## src/rtl/lif_pkg.sv

```systemverilog
// Shared types and defaults for the LIF parameter transmitter.
// No logic of its own; no latency; no backpressure.
// Parity helper is used only when LIF_PARAM_TX_PARITY_EN is defined.
package lif_pkg;

    typedef enum logic [1:0] {
        IDLE     = 2'd0,
        SHIFT    = 2'd1,
        WAIT_ACK = 2'd2
    } lif_tx_state_t;

    localparam int LIF_NUM_PARAMS_DEF  = 4;
    localparam int LIF_PARAM_W_DEF     = 8;
    localparam int LIF_ACK_TIMEOUT_DEF = 255;

    // Callers zero-extend narrower words; zeros do not change even parity.
    function automatic logic lif_even_parity(input logic [63:0] word);
        return ^word;
    endfunction

endpackage

```

## src/rtl/lif_ack_timer.sv

```systemverilog
// Acknowledge timeout counter: counts enabled cycles, saturates, clears while clear=1.
// expired is combinational off the count: high on the enabled cycle that reaches ACK_TIMEOUT.
// No backpressure; enable freezes the count when low.
module lif_ack_timer #(
    parameter int ACK_TIMEOUT = 255
) (
    input  logic clk,
    input  logic rst_n,
    input  logic clear,
    input  logic enable,
    output logic expired
);

    localparam int TMR_W = $clog2(ACK_TIMEOUT + 1);
    localparam logic [TMR_W-1:0] CNT_MAX  = TMR_W'(ACK_TIMEOUT);
    localparam logic [TMR_W-1:0] CNT_LAST = TMR_W'(ACK_TIMEOUT - 1);

    logic [TMR_W-1:0] cnt_q;
    logic [TMR_W-1:0] cnt_d;

    always_comb begin
        cnt_d = cnt_q;
        if (clear) begin
            cnt_d = '0;
        end else if (enable && (cnt_q != CNT_MAX)) begin
            cnt_d = cnt_q + 1'b1;
        end
    end

    assign expired = enable && !clear && (cnt_q == CNT_LAST);

    always_ff @(posedge clk) begin
        if (!rst_n) begin
            cnt_q <= '0;
        end else begin
            cnt_q <= cnt_d;
        end
    end

endmodule

```

## src/rtl/lif_param_tx.sv

```systemverilog
// Bit-serial parameter loader for the LIF core; LIF_PARAM_TX_PARITY_EN adds a parity bit per word.
// First bit on serial_data the cycle after accept; done/timeout_err one cycle after ack/expiry.
// param_ready low while busy; ena low freezes all state.
module lif_param_tx
    import lif_pkg::*;
#(
    parameter int NUM_PARAMS  = LIF_NUM_PARAMS_DEF,
    parameter int PARAM_W     = LIF_PARAM_W_DEF,
    parameter int ACK_TIMEOUT = LIF_ACK_TIMEOUT_DEF
) (
    input  logic                          clk,
    input  logic                          rst_n,
    input  logic                          ena,
    input  logic [NUM_PARAMS*PARAM_W-1:0] param_data,
    input  logic                          param_valid,
    output logic                          param_ready,
    output logic                          load_mode,
    output logic                          serial_data,
    input  logic                          params_ready,
    output logic                          busy,
    output logic                          done,
    output logic                          timeout_err
);

`ifdef LIF_PARAM_TX_PARITY_EN
    localparam int WORD_BITS = PARAM_W + 1;
`else
    localparam int WORD_BITS = PARAM_W;
`endif
    localparam int TOTAL_BITS = NUM_PARAMS * WORD_BITS;
    localparam int BIT_CNT_W  = $clog2(TOTAL_BITS);
    localparam logic [BIT_CNT_W-1:0] LAST_BIT = BIT_CNT_W'(TOTAL_BITS - 1);

    lif_tx_state_t          state_q, state_d;
    logic [TOTAL_BITS-1:0]  shreg_q, shreg_d;
    logic [BIT_CNT_W-1:0]   bit_cnt_q, bit_cnt_d;
    logic                   param_ready_q, param_ready_d;
    logic                   load_mode_q, load_mode_d;
    logic                   serial_data_q, serial_data_d;
    logic                   busy_q, busy_d;
    logic                   done_q, done_d;
    logic                   timeout_err_q, timeout_err_d;

    logic [TOTAL_BITS-1:0]  stream;
    logic                   ack_expired;

    // Word 0 lands in the top slot so a left shift emits word 0 MSB first.
    for (genvar i = 0; i < NUM_PARAMS; i++) begin : g_word
        localparam int HI = TOTAL_BITS - 1 - i * WORD_BITS;
`ifdef LIF_PARAM_TX_PARITY_EN
        assign stream[HI -: WORD_BITS] = {param_data[i*PARAM_W +: PARAM_W],
                                          lif_even_parity(64'(param_data[i*PARAM_W +: PARAM_W]))};
`else
        assign stream[HI -: WORD_BITS] = param_data[i*PARAM_W +: PARAM_W];
`endif
    end

    lif_ack_timer #(
        .ACK_TIMEOUT (ACK_TIMEOUT)
    ) u_ack_timer (
        .clk     (clk),
        .rst_n   (rst_n),
        .clear   (state_q != WAIT_ACK),
        .enable  (ena && (state_q == WAIT_ACK)),
        .expired (ack_expired)
    );

    always_comb begin
        state_d       = state_q;
        shreg_d       = shreg_q;
        bit_cnt_d     = bit_cnt_q;
        load_mode_d   = load_mode_q;
        serial_data_d = serial_data_q;
        done_d        = 1'b0;
        timeout_err_d = timeout_err_q;

        case (state_q)
            IDLE: begin
                if (ena && param_valid && param_ready_q) begin
                    state_d       = SHIFT;
                    shreg_d       = stream;
                    bit_cnt_d     = '0;
                    timeout_err_d = 1'b0;
                    load_mode_d   = 1'b1;
                    serial_data_d = stream[TOTAL_BITS-1];
                end
            end
            SHIFT: begin
                if (ena) begin
                    if (bit_cnt_q == LAST_BIT) begin
                        state_d       = WAIT_ACK;
                        load_mode_d   = 1'b0;
                        serial_data_d = 1'b0;
                    end else begin
                        bit_cnt_d     = bit_cnt_q + 1'b1;
                        shreg_d       = {shreg_q[TOTAL_BITS-2:0], 1'b0};
                        serial_data_d = shreg_q[TOTAL_BITS-2];
                    end
                end
            end
            WAIT_ACK: begin
                // Acknowledge is checked first so it wins a same-cycle timeout.
                if (ena) begin
                    if (params_ready) begin
                        done_d  = 1'b1;
                        state_d = IDLE;
                    end else if (ack_expired) begin
                        timeout_err_d = 1'b1;
                        state_d       = IDLE;
                    end
                end
            end
            default: begin
                state_d       = IDLE;
                load_mode_d   = 1'b0;
                serial_data_d = 1'b0;
            end
        endcase

        param_ready_d = (state_d == IDLE);
        busy_d        = (state_d != IDLE);
    end

    always_ff @(posedge clk) begin
        if (!rst_n) begin
            state_q       <= IDLE;
            shreg_q       <= '0;
            bit_cnt_q     <= '0;
            param_ready_q <= 1'b0;
            load_mode_q   <= 1'b0;
            serial_data_q <= 1'b0;
            busy_q        <= 1'b0;
            done_q        <= 1'b0;
            timeout_err_q <= 1'b0;
        end else begin
            state_q       <= state_d;
            shreg_q       <= shreg_d;
            bit_cnt_q     <= bit_cnt_d;
            param_ready_q <= param_ready_d;
            load_mode_q   <= load_mode_d;
            serial_data_q <= serial_data_d;
            busy_q        <= busy_d;
            done_q        <= done_d;
            timeout_err_q <= timeout_err_d;
        end
    end

    assign param_ready = param_ready_q;
    assign load_mode   = load_mode_q;
    assign serial_data = serial_data_q;
    assign busy        = busy_q;
    assign done        = done_q;
    assign timeout_err = timeout_err_q;

endmodule

```

## config.mk

```make
export PLATFORM = sky130hd
export DESIGN_NAME = lif_param_tx
export DESIGN_NICKNAME = d
export VERILOG_FILES = /design/src/rtl/lif_pkg.sv /design/src/rtl/lif_ack_timer.sv /design/src/rtl/lif_param_tx.sv
export SDC_FILE = /design/constraint.sdc
export NUM_CORES = 1
export LEC_CHECK = 0
export BUFFER_PORTS_ARGS = -buffer_cell sky130_fd_sc_hd__buf_2
export CORE_UTILIZATION = 56
export DETAILED_ROUTE_END_ITERATION = 10
export PLACE_DENSITY = 0.79
export REMOVE_ABC_BUFFERS = 1
export SYNTH_ARGS = -nofsm -noshare
export SYNTH_HDL_FRONTEND = slang
export SYNTH_SLANG_ARGS = --single-unit
export TNS_END_PERCENT = 1
```

## constraint.sdc

```tcl
create_clock -name clk -period 2.35 [get_ports clk]
set_clock_uncertainty 0.15 [all_clocks]
set_input_delay 0.47 -clock clk [delete_from_list [all_inputs] [get_ports clk]]
set_output_delay 0.47 -clock clk [all_outputs]
set_load 0.1 [all_outputs]
```

==> qor.yml <==
multi_input_area_um2: 1430
synthSimpleGateAreaFrac_pct: 18.32
cp-end-kind: "register"
rr_worst_depth: 8
rows: 24
synth_compound_gate_area_share_pct: 19.08
syn_area_per_cell_um2: 10.63
ys_async_sr_fraction_pct: 0
rsz0062_at_grt: "no"
ff2ff_setup_slack_ns: 0.16
grt_max_degree: 31
antenna_left: 0
fin_area_um2: 2987
tritoncts: "yes"
r2r-start: "bit_cnt_q[0]$_SDFFE_PN0P_"
hold_class: "in2reg"
antenna_cells: 0
critical_path_arrival_ns: 2.23
r2r-end: "shreg_q[12]$_SDFFE_PN0P_"
grt_pass1_wl_um: 7941
leakage_nw: 1.695
cts-resized-gates: 0
worst_pin_slew_ns: 0.4738
power_density_nw_per_um2: 587.0
finalHoldViolations: 0
synth_flop_cell: "dfxtp_1"
timing.hold.ws_ns: 0.2943
finalSetupViolCount: 0
max_freq_ghz: 0.4566
die_h_um: 70.87
drtIter0Drc: 100
dr.pass1.iters: 6
fillers: 361
clk_path_buf_depth: 2
clk_latency_ns: 0.29
dp_hpwl_um: 3288
dp_slack_ns: 0.1100
status: "complete, no violations"
cts_root_buf: "clkbuf_8"
finalCritPeriodShare_pct: 93.19
die_area_um2: 5023
grt-ovfl-total: 0
synth_top_family_by_area: "compound AO/OA/AOI/OAI gates"
syn_to_final_growth_pct: 12.44
seqCellArea_um2: 1041
syn_area_um2: 2656
finalNonFillerCells: 343
synthCells: 250
globalplace.congestion: 0.7594
htreeDepth: 2
numCtsBuffers: 5
vdd_drop_max_mv: 0.4066
synth-seq-area-share_pct: 39.19
timing.final.crit_period_ns: 2.190
cp-start-kind: "register"
layout.nets: 332
fin_total_pwr_mw: 1.753
avgRoutedWirePerCell_um: 13.48
grtUsageTotal_pct: 19.46
drt_wl_total_um: 4624
io_pins: 43
setup_ws_ns: 0.1600
synthAdderAreaFrac_pct: 1.884
slew_headroom_pct: 68.20
core_um2: 4444
placed_cell_area_um2: 2868
required_ns: 2.39
vias_per_cell: 5.743
antenna_found_initial: 0
drcViolationCount: 0
synth_edf_count: 0
setup_tns_ns: 0
io_buffers: 42
drive_above_1_share_pct: 33.68
drv_cap: 0
fp.dieW_um: 70.87
synthMuxAreaShare_pct: 12.81
place_inst: 333
startpoint: "bit_cnt_q[0]$_SDFFE_PN0P_"
setup.worst_path.class: "reg2reg"
synth_cell_type_count: 48
utilization_pct: 67.20
clkSinkCount: 52
grt_pass1_vias: 1828
ys_ff_latch: 52
initial_core_util_pct: 59.77
path_clk_slew_ns: 0.09
slew_viol_final: 0
synth-xor-area-share_pct: 1.649
dr_total_vias: 1970
yosysWarnings: 0
crit_end: "shreg_q[12]$_SDFFE_PN0P_"
cp_max_fo: 18
==> where the power goes <==
group | internal (mW) | switching, mW
Combinational | 0.121 | 0.139
Clock | 0.263 | 0.277
Sequential | 0.926 | 0.0273
Total | 1.31 | 0.443
==> worst max-delay path: stages, from the launching register on <==
cell,delay (ns)
dfxtp_1,0.34
ha_1,0.21
and3_1,0.18
ha_1,0.21
and4bb_4,0.36
o21bai_4,0.24
buf_12,0.21
nand2_2,0.05
o211a_1,0.12
==> registers in the layout, summed over array words and instances (netlist names) <==
register / flops
serial_data: 1
shreg_q: 31
param_ready: 1
state_q: 2
busy: 1
done: 1
u_ack_timer.cnt_q: 8
load_mode: 1
timeout_err: 1
bit_cnt_q: 5
==> cell usage after synthesis (2+ instances only) <==
| library cell | instances | area (µm²) |
|---|---|---|
| a21oi_1 | 6 | 30.03 |
| buf_12 | 3 | 60.06 |
| nand2b_1 | 2 | 12.51 |
| o211a_1 | 30 | 300.3 |
| o21ai_0 | 4 | 20.02 |
| nand3b_1 | 2 | 15.01 |
| buf_6 | 4 | 45.04 |
| buf_2 | 3 | 15.01 |
| ha_1 | 4 | 50.05 |
| and3_1 | 6 | 37.54 |
| inv_1 | 5 | 18.77 |
| xor2_1 | 2 | 17.52 |
| a31oi_1 | 2 | 12.51 |
| clkbuf_1 | 5 | 18.77 |
| buf_4 | 2 | 15.01 |
| nand2_2 | 30 | 187.7 |
| nand3_1 | 2 | 10.01 |
| nor2b_1 | 4 | 25.02 |
| mux2i_1 | 34 | 340.3 |
| and2_1 | 3 | 18.77 |
| nor2_1 | 11 | 41.29 |
| a32oi_1 | 2 | 17.52 |
| nand2_1 | 3 | 11.26 |
| dfxtp_1 | 52 | 1041 |
| xnor2_1 | 3 | 26.28 |
| nand4_1 | 3 | 18.77 |
| nor3_1 | 2 | 10.01 |
==> what timing repair did <==
| item | CTS | global route |
|---|---|---|
| hold buffers | 0 | 0 |
| buffers inserted | 0 | 3 |
| setup endpoints to repair | 0 | 22 |
==> metal layers <==
| metal | vias to the layer above | wire length (µm) | global-route usage, % |
|---|---|---|---|
| met3 | 4 | 167 | 4.558 |
| met5 | - | 0 | 0 |
| met2 | 34 | 2232 | 32.91 |
| met1 | 944 | 2188 | 24.78 |
| li1 | 988 | - | - |
| met4 | 0 | 36 | 5.778 |
==> kinds of logic after synthesis <==
| group | Yosys count |
|---|---|
| AO/OA/AOI/OAI | 55 |
| XOR/XNOR | 5 |
| AND/OR/NAND/NOR | 77 |
| multiplexers | 34 |
| adder cells (fa/ha/maj) | 4 |
| flip-flops | 52 |
| buffers and inverters | 23 |
==> cells in the final DEF, fill, tap and decap left out, drive strengths merged, types with 3 or more instances in the layout <==
cell type   n
buf        52
nor2       11
and2        3
nand4       3
xnor2       3
dfxtp      52
mux2i      34
nand3b      3
a31oi       3
o211a      30
a21oi       6
clkbuf      7
nor2b       4
and3        6
o21ai       5
inv         5
ha          4
nand2      33
==> how the worst min path moves through the flow <==
stage | startpoint | endpoint | slack, ns | cells after the start
floorplan | u_ack_timer.cnt_q[5]$_SDFFE_PP0P_ | u_ack_timer.cnt_q[5]$_SDFFE_PP0P_ | 0.30 | 1
global placement | timeout_err$_SDFFE_PN0P_ | timeout_err$_SDFFE_PN0P_ | 0.30 | 2
detailed placement | timeout_err$_SDFFE_PN0P_ | timeout_err$_SDFFE_PN0P_ | 0.30 | 2
CTS | params_ready | done$_SDFF_PN0_ | 0.28 | 2
global route | params_ready | done$_SDFF_PN0_ | 0.29 | 2
finish | params_ready | done$_SDFF_PN0_ | 0.29 | 2
==> layout make-up <==
type | count | share of cell area, %
multi-input combinational | 175 | 47.88
sequential | 52 | 34.86
timing repair buffer | 52 | 11.23
clock buffer | 7 | 3.226
tap | 52 | 2.178
inverter | 5 | 0.6284
Note: power is estimated with default switching activity, not from simulation.
